File: config.mk
export PLATFORM = sky130hd
export DESIGN_NAME = fetch_queue_flat
export DESIGN_NICKNAME = d
export VERILOG_FILES = /design/src/rtl/fetch_queue_if.sv /design/src/rtl/fetch_queue.sv /design/src/flat_wrapper.sv
export SDC_FILE = /design/constraint.sdc
export NUM_CORES = 1
export LEC_CHECK = 0
export ABC_AREA = 1
export BUFFER_PORTS_ARGS = -buffer_cell sky130_fd_sc_hd__buf_2
export CAP_MARGIN = 5
export CORE_ASPECT_RATIO = 0.6
export CORE_MARGIN = 1
export CORE_UTILIZATION = 40
export DETAILED_ROUTE_END_ITERATION = 8
export HOLD_SLACK_MARGIN = 0.06
export PLACE_DENSITY = 0.69
export SETUP_SLACK_MARGIN = 0.5
export SLEW_MARGIN = 10
export SYNTH_ARGS = -nofsm -noshare
export SYNTH_HDL_FRONTEND = slang
export SYNTH_SLANG_ARGS = --single-unit
File: constraint.sdc
create_clock -name CLK -period 17.7 [get_ports CLK]
set_input_delay 3.54 -clock CLK [delete_from_list [all_inputs] [get_ports CLK]]
set_output_delay 3.54 -clock CLK [all_outputs]
set_load 0.01 [all_outputs]
File: src/rtl/fetch_queue_if.sv
`default_nettype none
// ============================================================================
//  Module   : fetch_queue_if
//  Purpose  : Instruction-memory request/response and decode-side handshake
//             bundle for the fetch queue.
//  Revision : 1.0
// ============================================================================
interface fetch_queue_if #(
    parameter int AW = 32,
    parameter int DW = 32
);
    logic          imem_req_valid;
    logic          imem_req_ready;
    logic [AW-1:0] imem_req_addr;
    logic          imem_resp_valid;
    logic [DW-1:0] imem_resp_data;
    logic          inst_valid;
    logic          inst_ready;
    logic [DW-1:0] inst;
    logic [AW-1:0] inst_pc;
    logic [AW-1:0] inst_pcplus4;

    modport master (
        output imem_req_valid, imem_req_addr, inst_valid, inst, inst_pc, inst_pcplus4,
        input  imem_req_ready, imem_resp_valid, imem_resp_data, inst_ready
    );

    modport slave (
        input  imem_req_valid, imem_req_addr, inst_valid, inst, inst_pc, inst_pcplus4,
        output imem_req_ready, imem_resp_valid, imem_resp_data, inst_ready
    );
endinterface
`default_nettype wire

File: src/rtl/fetch_queue.sv
`default_nettype none
// ============================================================================
//  Module   : fetch_queue
//  Purpose  : In-order fetch queue between the PC and decode with flush squash.
//             Optional macro FETCH_QUEUE_PERF_EN adds stall/drop counters.
//  Revision : 1.0
// ============================================================================
module fetch_queue #(
    parameter int DEPTH = 4,
    parameter int AW    = 32,
    parameter int DW    = 32
) (
    input  wire logic          CLK,
    input  wire logic          Reset,
    input  wire logic [AW-1:0] PC,
    output logic               PCEn,
    input  wire logic          Flush,
    fetch_queue_if.master      bus
`ifdef FETCH_QUEUE_PERF_EN
    ,
    output logic [31:0]        stall_cycles,
    output logic [31:0]        flush_drops
`endif
);

    localparam int PW = $clog2(DEPTH);
    localparam int CW = PW + 1;
    localparam logic [CW-1:0] C_DEPTH   = CW'(DEPTH);
    localparam logic [CW:0]   C_DEPTH_W = (CW+1)'(DEPTH);

    logic [DEPTH-1:0] alloc_q;
    logic [DEPTH-1:0] filled_q;
    logic [AW-1:0]    pc_q   [DEPTH];
    logic [AW-1:0]    pc4_q  [DEPTH];
    logic [DW-1:0]    data_q [DEPTH];

    logic [PW-1:0] head_q, tail_q, fill_q, head_d, tail_d, fill_d;
    logic [CW-1:0] alloc_cnt_q, pending_q, drop_q;
    logic [CW-1:0] alloc_cnt_d, pending_d, drop_d;

    logic [CW:0] w_outstanding;
    logic        w_req_valid, w_fire, w_fill, w_drop, w_pop, w_inst_valid;

    assign w_outstanding = {1'b0, pending_q} + {1'b0, drop_q};
    assign w_req_valid   = !Reset && !Flush && (alloc_cnt_q < C_DEPTH) && (w_outstanding < C_DEPTH_W);
    assign w_fire        = w_req_valid && bus.imem_req_ready;
    // Responses with nothing outstanding are protocol errors and fall through both terms.
    assign w_drop        = bus.imem_resp_valid && (drop_q != '0);
    assign w_fill        = bus.imem_resp_valid && (drop_q == '0) && (pending_q != '0);
    assign w_inst_valid  = alloc_q[head_q] && filled_q[head_q];
    assign w_pop         = w_inst_valid && bus.inst_ready;

    assign PCEn              = w_fire || (Flush && !Reset);
    assign bus.imem_req_valid = w_req_valid;
    assign bus.imem_req_addr  = PC;
    assign bus.inst_valid     = w_inst_valid;
    assign bus.inst           = data_q[head_q];
    assign bus.inst_pc        = pc_q[head_q];
    assign bus.inst_pcplus4   = pc4_q[head_q];

    always_comb begin
        head_d      = head_q;
        tail_d      = tail_q;
        fill_d      = fill_q;
        alloc_cnt_d = alloc_cnt_q;
        pending_d   = pending_q;
        drop_d      = drop_q;
        if (Flush) begin
            head_d      = '0;
            tail_d      = '0;
            fill_d      = '0;
            alloc_cnt_d = '0;
            pending_d   = '0;
            // A response landing in the flush cycle is itself one of the squashed ones.
            if (w_outstanding != '0)
                drop_d = w_outstanding[CW-1:0] - CW'(bus.imem_resp_valid);
            else
                drop_d = '0;
        end else begin
            tail_d      = tail_q + PW'(w_fire);
            fill_d      = fill_q + PW'(w_fill);
            head_d      = head_q + PW'(w_pop);
            alloc_cnt_d = alloc_cnt_q + CW'(w_fire) - CW'(w_pop);
            pending_d   = pending_q + CW'(w_fire) - CW'(w_fill);
            drop_d      = drop_q - CW'(w_drop);
        end
    end

    always_ff @(posedge CLK or posedge Reset) begin
        if (Reset) begin
            head_q      <= '0;
            tail_q      <= '0;
            fill_q      <= '0;
            alloc_cnt_q <= '0;
            pending_q   <= '0;
            drop_q      <= '0;
        end else begin
            head_q      <= head_d;
            tail_q      <= tail_d;
            fill_q      <= fill_d;
            alloc_cnt_q <= alloc_cnt_d;
            pending_q   <= pending_d;
            drop_q      <= drop_d;
        end
    end

    always_ff @(posedge CLK or posedge Reset) begin
        if (Reset) begin
            alloc_q  <= '0;
            filled_q <= '0;
            for (int i = 0; i < DEPTH; i++) begin
                pc_q[i]   <= '0;
                pc4_q[i]  <= '0;
                data_q[i] <= '0;
            end
        end else if (Flush) begin
            alloc_q  <= '0;
            filled_q <= '0;
        end else begin
            if (w_fire) begin
                alloc_q[tail_q]  <= 1'b1;
                filled_q[tail_q] <= 1'b0;
                pc_q[tail_q]     <= PC;
                pc4_q[tail_q]    <= PC + AW'(4);
            end
            if (w_fill) begin
                filled_q[fill_q] <= 1'b1;
                data_q[fill_q]   <= bus.imem_resp_data;
            end
            if (w_pop) begin
                alloc_q[head_q]  <= 1'b0;
                filled_q[head_q] <= 1'b0;
            end
        end
    end

`ifdef FETCH_QUEUE_PERF_EN
    logic [31:0] stall_q, drops_q;
    logic        w_stall, w_discard;

    assign w_stall   = bus.inst_ready && !w_inst_valid;
    assign w_discard = bus.imem_resp_valid && (Flush ? (w_outstanding != '0) : (drop_q != '0));

    always_ff @(posedge CLK or posedge Reset) begin
        if (Reset) begin
            stall_q <= '0;
            drops_q <= '0;
        end else begin
            if (w_stall && (stall_q != '1))
                stall_q <= stall_q + 32'd1;
            if (w_discard && (drops_q != '1))
                drops_q <= drops_q + 32'd1;
        end
    end

    assign stall_cycles = stall_q;
    assign flush_drops  = drops_q;
`endif

endmodule
`default_nettype wire

File: src/flat_wrapper.sv
// flat-port wrapper written by rule: the top's interface ports become plain ports
module fetch_queue_flat 
#(
    parameter int DEPTH = 4,
    parameter int AW    = 32,
    parameter int DW    = 32
)
  (CLK, Reset, PC, PCEn, Flush, bus_imem_req_valid, bus_imem_req_addr, bus_inst_valid, bus_inst, bus_inst_pc, bus_inst_pcplus4, bus_imem_req_ready, bus_imem_resp_valid, bus_imem_resp_data, bus_inst_ready);
  fetch_queue_if #(.AW(AW), .DW(DW)) bus_i ();
  input  wire logic CLK;
  input  wire logic Reset;
  input  wire logic [AW-1:0] PC;
  output logic PCEn;
  input  wire logic Flush;
  output wire logic [$bits(bus_i.imem_req_valid)-1:0] bus_imem_req_valid;
  output wire logic [$bits(bus_i.imem_req_addr)-1:0] bus_imem_req_addr;
  output wire logic [$bits(bus_i.inst_valid)-1:0] bus_inst_valid;
  output wire logic [$bits(bus_i.inst)-1:0] bus_inst;
  output wire logic [$bits(bus_i.inst_pc)-1:0] bus_inst_pc;
  output wire logic [$bits(bus_i.inst_pcplus4)-1:0] bus_inst_pcplus4;
  input wire logic [$bits(bus_i.imem_req_ready)-1:0] bus_imem_req_ready;
  input wire logic [$bits(bus_i.imem_resp_valid)-1:0] bus_imem_resp_valid;
  input wire logic [$bits(bus_i.imem_resp_data)-1:0] bus_imem_resp_data;
  input wire logic [$bits(bus_i.inst_ready)-1:0] bus_inst_ready;
  assign bus_imem_req_valid = bus_i.imem_req_valid;
  assign bus_imem_req_addr = bus_i.imem_req_addr;
  assign bus_inst_valid = bus_i.inst_valid;
  assign bus_inst = bus_i.inst;
  assign bus_inst_pc = bus_i.inst_pc;
  assign bus_inst_pcplus4 = bus_i.inst_pcplus4;
  assign bus_i.imem_req_ready = bus_imem_req_ready;
  assign bus_i.imem_resp_valid = bus_imem_resp_valid;
  assign bus_i.imem_resp_data = bus_imem_resp_data;
  assign bus_i.inst_ready = bus_inst_ready;
  fetch_queue #(.DEPTH(DEPTH), .AW(AW), .DW(DW)) u_core (.CLK(CLK), .Reset(Reset), .PC(PC), .PCEn(PCEn), .Flush(Flush), .bus(bus_i));
endmodule
==> metrics.csv, run 1 <==
metric,value,unit
"Avg Cell Area, Syn",8.61,µm²
Top delay family on crit path,simple AND/OR/NAND/NOR gates,
FP Rows,59,
TritonCTS clock tree,yes,
die width,277,µm
Vias/cell,5.35,
Crit. Startpoint,Flush,
drt pass-1 iters,5,
WL/cell,18.5,µm
Setup Buffers After CTS,0,
Worst R2R Path Depth,9,
Skew-Pair Late Insertion Delay,0.55,ns
Tot Pwr,2.78,mW
initial antenna violation count,1,
DP Cell Count,2744,
min-delay src,u_core.pc4_q[83]$_DFFE_PP0P_,
synthesis-stage register bit count,399,
full die area,46200,µm²
largest net degree at the start of global routing,113,
global router's overall resource usage,22.5,%
Synth cell types,31,
Chip Height,167,µm
Yosys warning count,0,
area added between synthesis and finish,13.7,%
endpoints failing hold,0,
Pwr per Cell Area,135,nW/µm²
critical path capture point type,primary output,
Worst Skew,0.0302,ns
Worst EP required,14.16,ns
total wire length,52000,µm
fin cells,2817,
RR Endpoint,u_core.pc4_q[5]$_DFFE_PP0P_,
worst slew pin tran,1.19,ns
"Design Area, Final",20600,µm²
grt ovf,0,
Worst Hold End,u_core.pc4_q[83]$_DFFE_PP0P_,
hpwl dp,32800,µm
unrepaired setup endpoints after global routing,no,
"commonest non-fill, non-tap cell in the layout",nand2_1,
Post-Syn Area,18100,µm²
# setup viols final,0,
clk sinks,399,
CP Cell Sequence,buf_2 -> nor3_4 -> nand3_1 -> o21ai_0 -> buf_2,
peak supply drop,0.0645,mV
Placed Area,19200,µm²
Startpoint Class,input pin,
"Max FO, Critical Path",16,
# Max-Cap Violations,0,
DRT iter0 DRCs,1644,
Synth Instances,2105,
most frequent cells in the layout,"nand2_1 (737), dfrtp_1 (399), buf_2 (200)",
"Hold-fix buffers, CTS",0,
worst min path class,reg2reg,
Worst path max stage delay,0.44,ns
CTS buffer count,40,
worst path arrival time,4.65,ns
RR Startpoint,u_core.drop_q[0]$_DFF_PP0_,
GPL Wtd Cong,0.905,
Final min period,8.19,ns
sequential area share after synthesis,55.1,%
vias in the first global route,14800,
clk buf depth,3,
Setup CP Type,in2out,
Root Driver,clkbuf_16,
Nets,2295,
htree depth,2,
reg2reg setup slack,14.30,ns
FMAX,122,MHz
port bufs,200,
core footprint,44000,µm²
global-route wire length before repair,82800,µm
Max Slew Vio Count,0,
Leak,10.4,nW
Initial Util,41.2,%
share of cells above drive strength 1,14.1,%
Mapped Nets,2193,
Crit path top cell by count,buf_2,
post-route ant nets,0,
Ports,201,
DRC viols,0,
Final period util,46.3,%
hold path depth,2,
status,"complete, no violations",
CP Buf/Inv Count,2,
max_slew headroom,20.9,%
TNS Setup,0,ns
clock-pin transition on the worst setup and hold timing paths,0.07,ns
vias,15100,
post-CTS sizing,0,
CP max stage cell,nor3_4,
==> per-layer routing <==
metal  vias to the layer above  share of wire (%)  track usage, %
met3                        88                6.8            3.55
met2                       573                 46            35.4
met5                         -              0.021               0
met4                         2                2.1            5.70
met1                      7350                 45            32.4
li1                       7057                  -               -
==> through the flow <==
| step | hold slack, ns | setup WS (ns) | utilization [%] |
|---|---|---|---|
| after floorplan | 0.449 | 3.06 | - |
| after global placement | 0.462 | 9.56 | 43.7 |
| after detailed placement | 0.466 | 9.50 | 43.7 |
| after CTS | 0.483 | 9.50 | 46.8 |
| after global routing | 0.495 | 9.44 | 46.8 |
| final | 0.482 | 9.51 | 46.8 |
==> Yosys cell counts, drive strengths merged <==
| cell type | instances | area share [%] |
|---|---|---|
| nand2 | 738 | 15 |
| dfrtp | 399 | 55 |
| o21ai | 300 | 8.3 |
| inv | 157 | 3.3 |
| a22oi | 139 | 5.8 |
| clkbuf | 84 | 1.7 |
| buf | 76 | 2.6 |
| nor2 | 63 | 1.4 |
| nand3 | 54 | 1.6 |
| o221ai | 28 | 1.4 |
| ha | 15 | 1.0 |
| xor2 | 15 | 0.73 |
| nand4 | 13 | 0.70 |
| a21oi | 8 | 0.22 |
| xnor2 | 6 | 0.29 |
| fa | 3 | 0.33 |
| nor3 | 3 | 0.15 |
| a21boi | 1 | 0.041 |
| and2 | 1 | 0.035 |
| clkinv | 1 | 0.028 |
| or2 | 1 | 0.035 |
==> sequential cells by signal, summed over array words and instances, names as in the netlist <==
name and count:
u_core.data_q 128, u_core.fill_q 2, u_core.pc4_q 128, u_core.pc_q 120
u_core.filled_q 4, u_core.head_q 2, u_core.alloc_cnt_q 3, u_core.tail_q 2
u_core.drop_q 3, u_core.alloc_q 4, u_core.pending_q 3
==> logic make-up after synthesis <==
| group | after synthesis | share of synthesized area, % |
|---|---|---|
| flip-flops | 399 | 55.1 |
| AND/OR/NAND/NOR | 873 | 19.2 |
| adder cells (fa/ha/maj) | 18 | 1.37 |
| XOR/XNOR | 21 | 1.02 |
| AO/OA/AOI/OAI | 476 | 15.7 |
| buffers and inverters | 318 | 7.60 |
==> cell type report <==
cell class	count	area, µm²
fill	4160	23400
sequential	399	9980
multi-input combinational	1388	6760
clock buffer	53	1180
timing repair buffer	220	1150
tap	579	724
inverter	158	603
clock inverter	19	195
antenna	1	2.50
==> worst reg2reg max path, stage by stage (launching register included) <==
cell	delay, ns
dfrtp_1	0.38
ha_1	0.19
inv_1	0.06
fa_1	0.37
xnor2_1	0.38
nor2_4	0.16
nand4_4	0.09
buf_4	0.56
inv_2	0.67
o21ai_0	0.46
==> how the worst max path moves through the flow <==
stage	endpoint	slack (ns)	cells after the start
2_1_floorplan	u_core.alloc_cnt_q[0]$_DFF_PP0_	3.06	1
3_3_place_gp	PCEn	9.56	5
3_5_place_dp	PCEn	9.50	5
4_1_cts	PCEn	9.50	5
5_1_grt	PCEn	9.44	5
6_report	PCEn	9.51	5
==> where the power goes <==
part | total, mW | internal, mW | switching, mW
clock | 0.884 | 0.516 | 0.368
combinational | 0.677 | 0.274 | 0.403
sequential | 1.22 | 1.11 | 0.109
Note: power is estimated with default switching activity, not from simulation.
==> inputs of run 2 (changes only) <==
--- a/config.mk
+++ b/config.mk
@@ -5,7 +5,7 @@
 export SDC_FILE = /design/constraint.sdc
 export NUM_CORES = 1
 export LEC_CHECK = 0
-export ABC_AREA = 1
+export ABC_AREA = 0
 export BUFFER_PORTS_ARGS = -buffer_cell sky130_fd_sc_hd__buf_2
 export CAP_MARGIN = 5
 export CORE_ASPECT_RATIO = 0.6
@@ -13,7 +13,7 @@
 export CORE_UTILIZATION = 40
 export DETAILED_ROUTE_END_ITERATION = 8
 export HOLD_SLACK_MARGIN = 0.06
-export PLACE_DENSITY = 0.69
+export PLACE_DENSITY = 0.71
 export SETUP_SLACK_MARGIN = 0.5
 export SLEW_MARGIN = 10
 export SYNTH_ARGS = -nofsm -noshare
==> constraint.sdc (replaced) <==
create_clock -name CLK -period 7.5 [get_ports CLK]
set_input_delay 1.5 -clock CLK [delete_from_list [all_inputs] [get_ports CLK]]
set_output_delay 1.5 -clock CLK [all_outputs]
set_load 0.01 [all_outputs]
==> metrics.csv, run 2 <==
metric,value,unit
biggest regs,"u_core.data_q: 128 flops, u_core.pc4_q: 128 flops, u_core.pc_q: 120 flops",
port bufs,200,
Setup CP Type,reg2out,
CP Buf/Inv Count,2,
vias,11500,
share of cells above drive strength 1,39.9,%
"commonest non-fill, non-tap cell in the layout",dfrtp_1,
register area,9990,µm²
area of the multi-input gates,7500,µm²
"Hold-fix buffers, CTS",0,
sequential area share after synthesis,54.8,%
peak supply drop,0.148,mV
initial antenna violation count,2,
Final period util,60.9,%
DP Cell Count,2052,
clk sinks,399,
CP max stage cell,dfrtp_4,
FP Rows,60,
"Avg Cell Area, Syn",13.2,µm²
Post-synth EDFFs,0,
hpwl dp,27800,µm
full die area,46400,µm²
Post-Syn Area,18200,µm²
Root Driver,clkbuf_16,
leading area contributor after synthesis,dfrtp_1,
Worst EP required,6.00,ns
vias in the first global route,12300,
DRC viols,0,
Chip Height,167,µm
pre-CTS setup slack,2.96,ns
status,"complete, no violations",
TNS Setup,0,ns
most frequent cell after synthesis,dfrtp_1,
clock-pin transition on the worst setup and hold timing paths,0.06,ns
Leak,9.80,nW
worst slew pin tran,1.09,ns
ys async rst share,100,%
die width,278,µm
clk buf depth,3,
Ports,201,
htree depth,2,
area added between synthesis and finish,14.5,%
cells taking the most area after synthesis,"dfrtp_1 (55%), mux2_2 (12%), mux4_2 (12%)",
most frequent cells in the layout,"dfrtp_1 (397), mux2_2 (202), buf_2 (200)",
Final min period,4.57,ns
unrepaired setup endpoints after global routing,no,
largest net degree at the start of global routing,93,
core footprint,44900,µm²
Top delay family on crit path,buffers and inverters,
Mapped Nets,1472,
grt ovf,0,
Vias/cell,5.41,
critical path capture point type,primary output,
Worst Skew,0.0171,ns
max_slew headroom,27.4,%
Nets,1593,
Pwr per Cell Area,313,nW/µm²
top cell type's share of synthesized area,54.8,%
Setup Buffers After CTS,0,
CTS buffer count,40,
final worst slack,2.93,ns
"Max FO, Critical Path",54,
post-CTS sizing,0,
FMAX,219,MHz
drt pass-1 iters,5,
CP Cell Sequence,buf_4 -> mux4_2 -> buf_2,
synth cell count leaders,"dfrtp_1 (399), mux2_2 (202), nand2_1 (166)",
WL/cell,20.4,µm
Fillers,3957,
# Max-Cap Violations,0,
global router's overall resource usage,19.2,%
TritonCTS clock tree,yes,
global-route wire length before repair,70200,µm
endpoints failing hold,0,
DRT iter0 DRCs,751,
worst min path class,reg2reg,
Skew-Pair Late Insertion Delay,0.55,ns
Synth cell types,47,
GPL Wtd Cong,0.789,
Post-synth top flop,dfrtp_1,
synthesis-stage register bit count,399,
total wire length,43400,µm
worst path arrival time,3.07,ns
Synth Instances,1384,
Worst path max stage delay,0.97,ns
post-route ant nets,0,
Startpoint Class,flip-flop,
Initial Util,40.6,%
Yosys warning count,0,
fin cells,2128,
Max Slew Vio Count,0,
# setup viols final,0,
-- run 2: metal layers --
| metal | vias up | share of wire (%) | wire [µm] | track usage, % |
|---|---|---|---|---|
| met5 | - | 0 | 0 | 0 |
| met4 | 0 | 1.5 | 653 | 4.13 |
| met3 | 60 | 4.9 | 2140 | 3.45 |
| met2 | 303 | 47 | 20400 | 30.3 |
| met1 | 6027 | 47 | 20200 | 27.7 |
| li1 | 5112 | - | - | - |
-- run 2: worst paths after layout --
kind	startpoint	end	slack, ns	depth (start not counted)
hold reg to reg	u_core.pc_q[19]$_DFFE_PP0P_	u_core.pc_q[19]$_DFFE_PP0P_	0.47	2
max in group asynchronous	Reset	u_core.data_q[34]$_DFFE_PP0P_	4.24	4
hold / removal	u_core.pc_q[19]$_DFFE_PP0P_	u_core.pc_q[19]$_DFFE_PP0P_	0.47	2
setup / recovery	u_core.head_q[1]$_DFF_PP0_	bus_inst_pcplus4[7]	2.93	3
min in group asynchronous	Reset	u_core.alloc_cnt_q[1]$_DFF_PP0_	1.00	2
setup reg to reg	u_core.head_q[0]$_DFF_PP0_	u_core.alloc_cnt_q[2]$_DFF_PP0_	3.99	12
-- run 2: kinds of logic (layout without fill, tap and decap cells) --
group | count (synthesis) | in the layout | share of synthesized area, %
xor+xnor | 38 | 38 | 1.83
flops | 399 | 399 | 54.8
compound gates | 139 | 139 | 4.10
fa+ha+maj | 18 | 18 | 1.36
other cells | 0 | 2 | 0
simple gates | 314 | 314 | 7.64
mux | 322 | 322 | 26.1
buf+inv | 154 | 307 | 4.20
-- run 2: layout make-up --
type                       instances  share of cell area (%)
antenna                            2                  0.0240
clock buffer                      51                    5.39
clock inverter                    23                    1.44
inverter                          20                   0.378
multi-input combinational        831                    36.0
sequential                       399                    47.9
tap                              589                    3.53
timing repair buffer             213                    5.33
-- run 2: worst min-delay path, cell delays in order (launching register included) --
cell and delay, ns:
dfrtp_1 0.33, nand2_1 0.05, nand2_1 0.05
-- run 2: power breakdown --
| group | total [mW] | switching, mW | internal (mW) |
|---|---|---|---|
| logic | 1.54 | 0.735 | 0.805 |
| registers | 2.82 | 0.232 | 2.59 |
| clock network | 2.16 | 0.876 | 1.28 |
| total | 6.52 | 1.84 | 4.68 |
-- run 2: per-stage QoR --
step	hold WS, ns	utilization [%]	cell area [µm²]	total power [mW]
2_1_floorplan	0.440	-	18200	3.86
3_3_place_gp	0.453	43.3	19400	4.33
3_5_place_dp	0.458	43.3	19400	4.42
4_1_cts	0.474	46.4	20800	6.60
5_1_grt	0.487	46.4	20900	6.87
6_report	0.469	46.4	20900	6.52
